$ cat src/rtl/instr_decode_hz.sv
// Hazard-aware MIPS decode stage: control decode, register file with optional
// write-through bypass, branch/jump targets, load-use stall and the ID/EX register.
module instr_decode_hz #(
  parameter int DATA_WIDTH     = 32,
  parameter int REG_ADDR_WIDTH = 5,
  parameter int BYPASS         = 1,
  parameter int CNT_WIDTH      = 16
) (
  input  logic                      clk,
  input  logic                      reset,
  input  logic [31:0]               instr,
  input  logic [DATA_WIDTH-1:0]     pc_plus_4,
  input  logic                      if_valid,
  input  logic                      reg_wr_en,
  input  logic [REG_ADDR_WIDTH-1:0] reg_wr_addr,
  input  logic [DATA_WIDTH-1:0]     reg_wr_data,
  input  logic                      hold_in,
  input  logic                      flush,
  output logic                      stall_out,
  output logic                      id_ex_valid,
  output logic                      id_ex_jump,
  output logic                      id_ex_branch,
  output logic                      id_ex_mem_to_reg_wr,
  output logic                      id_ex_mem_wr_en,
  output logic                      id_ex_alu_src_sel,
  output logic                      id_ex_reg_wr_en,
  output logic                      id_ex_illegal,
  output logic [2:0]                id_ex_alu_ctrl,
  output logic [REG_ADDR_WIDTH-1:0] id_ex_rs,
  output logic [REG_ADDR_WIDTH-1:0] id_ex_rt,
  output logic [REG_ADDR_WIDTH-1:0] id_ex_reg_wr_addr,
  output logic [DATA_WIDTH-1:0]     id_ex_reg_rd_data1,
  output logic [DATA_WIDTH-1:0]     id_ex_reg_rd_data2,
  output logic [DATA_WIDTH-1:0]     id_ex_sign_imm_ext,
  output logic [DATA_WIDTH-1:0]     id_ex_pc_branch,
  output logic [DATA_WIDTH-1:0]     id_ex_pc_jump,
  output logic [CNT_WIDTH-1:0]      bubble_cnt
);

  localparam int NUM_REGS = 1 << REG_ADDR_WIDTH;

  localparam logic [5:0] OP_RTYPE = 6'b000000;
  localparam logic [5:0] OP_LW    = 6'b100011;
  localparam logic [5:0] OP_SW    = 6'b101011;
  localparam logic [5:0] OP_BEQ   = 6'b000100;
  localparam logic [5:0] OP_ADDI  = 6'b001000;
  localparam logic [5:0] OP_J     = 6'b000010;

  typedef struct packed {
    logic       jump;
    logic       branch;
    logic       mem_to_reg_wr;
    logic       mem_wr_en;
    logic       alu_src_sel;
    logic       reg_wr_en;
    logic       illegal;
    logic [2:0] alu_ctrl;
  } ctrl_t;

  typedef struct packed {
    logic                      valid;
    ctrl_t                     ctrl;
    logic [REG_ADDR_WIDTH-1:0] rs;
    logic [REG_ADDR_WIDTH-1:0] rt;
    logic [REG_ADDR_WIDTH-1:0] wr_addr;
    logic [DATA_WIDTH-1:0]     rd_data1;
    logic [DATA_WIDTH-1:0]     rd_data2;
    logic [DATA_WIDTH-1:0]     sign_imm_ext;
    logic [DATA_WIDTH-1:0]     pc_branch;
    logic [DATA_WIDTH-1:0]     pc_jump;
  } id_ex_t;

  logic [5:0]                opcode;
  logic [5:0]                funct;
  logic [REG_ADDR_WIDTH-1:0] rs_a;
  logic [REG_ADDR_WIDTH-1:0] rt_a;
  logic [REG_ADDR_WIDTH-1:0] rd_a;
  ctrl_t                     dec;
  logic [REG_ADDR_WIDTH-1:0] dst;
  logic [DATA_WIDTH-1:0]     regs [NUM_REGS];
  logic [DATA_WIDTH-1:0]     rd_data1;
  logic [DATA_WIDTH-1:0]     rd_data2;
  logic [DATA_WIDTH-1:0]     sign_imm_ext;
  logic                      lu;
  id_ex_t                    id_ex_d;
  id_ex_t                    id_ex_q;
  logic [CNT_WIDTH-1:0]      bubble_cnt_q;

  assign opcode = instr[31:26];
  assign funct  = instr[5:0];
  assign rs_a   = REG_ADDR_WIDTH'(instr[25:21]);
  assign rt_a   = REG_ADDR_WIDTH'(instr[20:16]);
  assign rd_a   = REG_ADDR_WIDTH'(instr[15:11]);

  always_comb begin
    // NOTE: defaults are assigned before the case so every path drives every
    // field; a path that left one unassigned would infer a latch.
    dec = '0;
    dst = '0;
    case (opcode)
      OP_RTYPE: begin
        dec.reg_wr_en = 1'b1;
        dst           = rd_a;
        case (funct)
          6'b100000: dec.alu_ctrl = 3'b010;
          6'b100010: dec.alu_ctrl = 3'b110;
          6'b100100: dec.alu_ctrl = 3'b000;
          6'b100101: dec.alu_ctrl = 3'b001;
          6'b101010: dec.alu_ctrl = 3'b111;
          default: begin
            dec         = '0;
            dec.illegal = 1'b1;
            dst         = '0;
          end
        endcase
      end
      OP_LW: begin
        dec.reg_wr_en     = 1'b1;
        dec.mem_to_reg_wr = 1'b1;
        dec.alu_src_sel   = 1'b1;
        dec.alu_ctrl      = 3'b010;
        dst               = rt_a;
      end
      OP_SW: begin
        dec.mem_wr_en   = 1'b1;
        dec.alu_src_sel = 1'b1;
        dec.alu_ctrl    = 3'b010;
      end
      OP_BEQ: begin
        dec.branch   = 1'b1;
        dec.alu_ctrl = 3'b110;
      end
      OP_ADDI: begin
        dec.reg_wr_en   = 1'b1;
        dec.alu_src_sel = 1'b1;
        dec.alu_ctrl    = 3'b010;
        dst             = rt_a;
      end
      OP_J:    dec.jump    = 1'b1;
      default: dec.illegal = 1'b1;
    endcase
  end

  // Register 0 is never stored; reads of it are forced to zero below.
  always_ff @(posedge clk) begin
    if (reset) begin
      // NOTE: the register file is architecturally cleared on reset, so this
      // array gets a reset loop and maps to flops rather than a RAM macro.
      for (int i = 0; i < NUM_REGS; i++) regs[i] <= '0;
    end else if (reg_wr_en && reg_wr_addr != '0) begin
      regs[reg_wr_addr] <= reg_wr_data;
    end
  end

  always_comb begin
    rd_data1 = regs[rs_a];
    rd_data2 = regs[rt_a];
    if (rs_a == '0)
      rd_data1 = '0;
    else if (BYPASS != 0 && reg_wr_en && reg_wr_addr == rs_a)
      rd_data1 = reg_wr_data;
    if (rt_a == '0)
      rd_data2 = '0;
    else if (BYPASS != 0 && reg_wr_en && reg_wr_addr == rt_a)
      rd_data2 = reg_wr_data;
  end

  assign sign_imm_ext = {{(DATA_WIDTH-16){instr[15]}}, instr[15:0]};

  // A jump reads no registers, so it can never be held back by a pending load.
  assign lu = id_ex_q.valid && id_ex_q.ctrl.mem_to_reg_wr && (id_ex_q.wr_addr != '0)
              && if_valid && (opcode != OP_J)
              && ((id_ex_q.wr_addr == rs_a) || (id_ex_q.wr_addr == rt_a));

  assign stall_out = !flush && (hold_in || lu);

  always_comb begin
    id_ex_d              = '0;
    id_ex_d.valid        = if_valid;
    id_ex_d.ctrl         = if_valid ? dec : '0;
    id_ex_d.wr_addr      = if_valid ? dst : '0;
    id_ex_d.rs           = rs_a;
    id_ex_d.rt           = rt_a;
    id_ex_d.rd_data1     = rd_data1;
    id_ex_d.rd_data2     = rd_data2;
    id_ex_d.sign_imm_ext = sign_imm_ext;
    id_ex_d.pc_branch    = pc_plus_4 + (sign_imm_ext << 2);
    id_ex_d.pc_jump      = {pc_plus_4[DATA_WIDTH-1:28], instr[25:0], 2'b00};
  end

  always_ff @(posedge clk) begin
    // NOTE: state registers use non-blocking assignments so every flop samples
    // pre-edge values regardless of statement order.
    if (reset) begin
      id_ex_q      <= '0;
      bubble_cnt_q <= '0;
    end else if (flush) begin
      id_ex_q <= '0;
    end else if (hold_in) begin
      id_ex_q <= id_ex_q;
    end else if (lu) begin
      id_ex_q <= '0;
      if (bubble_cnt_q != '1) bubble_cnt_q <= bubble_cnt_q + CNT_WIDTH'(1);
    end else begin
      id_ex_q <= id_ex_d;
    end
  end

  assign id_ex_valid         = id_ex_q.valid;
  assign id_ex_jump          = id_ex_q.ctrl.jump;
  assign id_ex_branch        = id_ex_q.ctrl.branch;
  assign id_ex_mem_to_reg_wr = id_ex_q.ctrl.mem_to_reg_wr;
  assign id_ex_mem_wr_en     = id_ex_q.ctrl.mem_wr_en;
  assign id_ex_alu_src_sel   = id_ex_q.ctrl.alu_src_sel;
  assign id_ex_reg_wr_en     = id_ex_q.ctrl.reg_wr_en;
  assign id_ex_illegal       = id_ex_q.ctrl.illegal;
  assign id_ex_alu_ctrl      = id_ex_q.ctrl.alu_ctrl;
  assign id_ex_rs            = id_ex_q.rs;
  assign id_ex_rt            = id_ex_q.rt;
  assign id_ex_reg_wr_addr   = id_ex_q.wr_addr;
  assign id_ex_reg_rd_data1  = id_ex_q.rd_data1;
  assign id_ex_reg_rd_data2  = id_ex_q.rd_data2;
  assign id_ex_sign_imm_ext  = id_ex_q.sign_imm_ext;
  assign id_ex_pc_branch     = id_ex_q.pc_branch;
  assign id_ex_pc_jump       = id_ex_q.pc_jump;
  assign bubble_cnt          = bubble_cnt_q;

endmodule
$ cat config.mk
export PLATFORM = sky130hd
export DESIGN_NAME = instr_decode_hz
export DESIGN_NICKNAME = d
export VERILOG_FILES = /design/src/rtl/instr_decode_hz.sv
export SDC_FILE = /design/constraint.sdc
export NUM_CORES = 2
export LEC_CHECK = 0
export CAP_MARGIN = 10
export CORE_MARGIN = 2
export CORE_UTILIZATION = 30
export DETAILED_ROUTE_END_ITERATION = 6
export GPL_TIMING_DRIVEN = 1
export SETUP_SLACK_MARGIN = 0.1
export SLEW_MARGIN = 20
export SYNTH_ARGS = -nofsm -noshare
export SYNTH_HDL_FRONTEND = slang
export SYNTH_SLANG_ARGS = --single-unit
$ cat constraint.sdc
create_clock -name clk -period 2.49 [get_ports clk]
set_input_delay 0.249 -clock clk [delete_from_list [all_inputs] [get_ports clk]]
set_output_delay 0.249 -clock clk [all_outputs]
set_load 0.05 [all_outputs]
==> flow_summary.toml <==
[global_route]
antenna_found_initial = 6
busiest_layer = "met2"
grt_use_total_pct = 20.8
met3_usage_pct = 4.11
grtUsageMet1_pct = 26.7
grt-ovfl-total = 0
grt_pass1_wl_microns = 328000
use_met2_pct = 34.5
grt_pass1_vias = 45716
grt_start_max_net_pins = 66

[clock_tree]
root_buffer = "clkbuf_16"
clock_sinks = 1182
cts_tree = "built"
htreeDepth = 4
cts_buffer_depth = 3
cts-buffers-inserted = 135
clk_pin_slew_ns = 0.06
clk_latency_ns = 0.80

[critical_path]
crit_type = "flop to flop"
timing.rr.start = "id_ex_reg_wr_addr[0]"
worstSetupEndpointType = "flop"
r2r_cells = 11
worstReg2RegEnd = "id_ex_reg_rd_data1[28]"
worst_setup_path_start_kind = "flop"
required_ns = 3.22
rrSetupSlack_ns = -0.05
worstPathArrival_ns = 3.27
worst-path-max-fanout = 5

[finish]
fillers = 19765
mostFrequentLayoutCell = "edfxtp_1"
stdcell_area_sq_um = 79400
drive_gt1_share_pct = 24.6
nets = 5668
layout_common_cells = "1,024 x edfxtp_1, 995 x and2_1, 430 x buf_4"
fin_util_pct = 37.8
area_growth_pct = 24.9

[placement]
io_buffer_count = 307
routabilityCongestion = 0.894
dpl_cell_area_sq_um = 74200
dp_slack_ns = -0.878
dp_hpwl_microns = 153000

[routing]
postRouteAntennaNets = 0
totalWireLength_microns = 232000
drt-initial-drc-count = 5485
drc = 0
wl_per_cell_microns = 27.5
drt_first_pass_iters = 6
vias = 46220
avgViaCountPerCell = 5.47

[synth]
yosysSeqAreaShare_pct = 53.4
synth_top_family_by_area = "multiplexers"
async_reset_ff_share_pct = 0
synth_edf_count = 1024
synth_area_sq_um = 63600
synth.area.mux_share_pct = 18.9
synth_compound_area_share_pct = 9.15
synth.distinct_cells = 69
ys.flop_type = "edfxtp_1"
synthSimpleGateAreaFrac_pct = 13.5
synth-seq-cells = 1182
syn_area_per_cell_sq_um = 12.7
ys_warn_count = 0
netlist_instances = 4990
synth_adder_area_share_pct = 0.622
synth_xor_area_share_pct = 0.799

[sta]
hold_viol = 0
rsz0062_at_grt = "true"
setup_viol = 14
maxSlewViolCount = 0
finClkSkew_ns = 0.0263
slew_headroom_pct = 36.2
min_period_ns = 2.54
tightest_slew_ns = 0.957
fin_tns_setup_ns = -0.310
fin_crit_sh_pct = 102
fmax_mhz = 394
layout_setup_ws_ns = -0.0492

[floorplanning]
die_area_sq_um = 216000
die_h_microns = 464
rows = 168
start_util_pct = 30.3
coreArea_sq_um = 210000
ios = 310
die_w_microns = 464

[min_path]
worstHoldPathType = "input pin to flop"
worstHoldStart = "instr[21]"
hold_depth = 5
holdPathEnd = "id_ex_rs[0]"

[run_status]
status = "finished with violations"
violations = "negative setup slack"

[job]
maxCapViolations = 0

[power_and_ir_drop]
p_leak_uw = 0.0292
p_per_area_nw_per_um2 = 647
peakVddDrop_mv = 0.705
-- logic make-up (layout without fill, tap and decap cells) --
logic type / Yosys count / after routing
simple gates: 1487 / 1488
flops: 1182 / 1182
xor+xnor: 58 / 58
compound gates: 876 / 876
buf+inv: 538 / 1152
other cells: 1 / 43
mux: 817 / 817
fa+ha+maj: 31 / 31
-- flip-flops by register name (all words and copies together) (netlist names), 3 cells and up --
name / count
id_ex_rs: 4
id_ex_sign_imm_ext: 16
id_ex_reg_rd_data2: 32
id_ex_pc_branch: 32
id_ex_reg_rd_data1: 32
id_ex_reg_wr_addr: 5
bubble_cnt: 16
id_ex_pc_jump: 6
regs: 1024
id_ex_rt: 4
id_ex_alu_ctrl: 3
-- cell type report --
class | instances | area, sq um | area share [%]
Multi-Input combinational cell | 3304 | 27900 | 35.2
Antenna cell | 9 | 22.5 | 0.0284
Clock buffer | 174 | 3720 | 4.69
Sequential cell | 1182 | 33900 | 42.7
Inverter | 13 | 48.8 | 0.0615
Clock inverter | 71 | 842 | 1.06
Tap cell | 2805 | 3510 | 4.42
Timing Repair Buffer | 894 | 9380 | 11.8
-- layer usage --
metal  wire length [microns]  vias to the layer above
li1                        -                    19769
met1                   92000                    23689
met2                  111000                     2304
met3                   19500                      456
met4                   10000                        2
met5                       9                        -
-- worst max-delay path by stage --
| stage | start | endpoint | cells after the start |
|---|---|---|---|
| after floorplan | instr[0] | id_ex_pc_branch[24] | 9 |
| after global placement | pc_plus_4[2] | id_ex_pc_branch[24] | 11 |
| after detailed placement | pc_plus_4[2] | id_ex_pc_branch[24] | 11 |
| after CTS | id_ex_reg_wr_addr[0] | stall_out | 7 |
| after global routing | id_ex_reg_wr_addr[0] | stall_out | 7 |
| final | id_ex_reg_wr_addr[0] | id_ex_reg_rd_data1[28] | 11 |
-- critical path, stage by stage, from the launching register on --
cell,delay (ns)
dfxtp_2,0.31
or4_4,0.56
nor2_4,0.10
nor3_2,0.07
a21oi_4,0.16
buf_4,0.12
buf_4,0.10
o311ai_4,0.17
or2_4,0.36
clkbuf_16,0.20
a211oi_2,0.17
a221o_1,0.15
-- synth_stat cells, drive strengths merged (4+ instances only) --
| cell type | number | share of area (%) |
|---|---|---|
| nor2 | 158 | 0.93 |
| a21boi | 88 | 1.0 |
| edfxtp | 1024 | 48 |
| xor2 | 19 | 0.26 |
| nand4 | 7 | 0.069 |
| a31oi | 34 | 0.33 |
| a221o | 40 | 0.63 |
| clkbuf | 356 | 2.1 |
| or2 | 33 | 0.32 |
| a21o | 18 | 0.21 |
| xnor2 | 39 | 0.54 |
| ha | 30 | 0.59 |
| mux2 | 176 | 3.1 |
| nand3b | 22 | 0.26 |
| and3 | 4 | 0.039 |
| o21ai | 151 | 1.2 |
| or3 | 11 | 0.11 |
| nor4 | 5 | 0.049 |
| buf | 169 | 1.5 |
| inv | 13 | 0.077 |
| dfxtp | 158 | 5.0 |
| o221ai | 50 | 0.69 |
| o22ai | 39 | 0.38 |
| nand3 | 74 | 0.58 |
| nor2b | 15 | 0.15 |
| a21oi | 226 | 1.8 |
| mux2i | 353 | 5.6 |
| a211o | 30 | 0.41 |
| a22o | 13 | 0.18 |
| mux4 | 288 | 10 |
| o21bai | 7 | 0.083 |
| nand2 | 106 | 0.63 |
| nor3 | 41 | 0.37 |
| a22oi | 123 | 1.5 |
| a211oi | 39 | 0.48 |
| and2 | 996 | 9.8 |
-- power by group --
| part | total (uW) | leakage, uW | internal [uW] | switching, uW |
|---|---|---|---|---|
| clock network | 20800 | 0.00222 | 12100 | 8660 |
| logic | 7480 | 0.0159 | 3210 | 4270 |
| registers | 23100 | 0.0110 | 22500 | 591 |
| total | 51400 | 0.0292 | 37800 | 13500 |
-- timing repair --
action | in CTS | in global routing
hold endpoints to repair | 31 | 0
setup buffers | 3 | 9
gates cloned | 1 | 6
resized for setup | 90 | 54
pin swaps | 4 | 20
hold buffers | 8 | 0
endpoints found under the setup margin | 112 | 80
-- through the flow --
step                std cells  total power, uW  hold WS (ns)
global placement         8171            30700         0.437
global route             8444            52800        0.0958
floorplan                5023            27400         0.378
CTS                      8428            51500        0.0498
finish                   8452            51400        0.0958
detailed placement       8171            30800         0.444
Power figures use the tool's default switching activity.
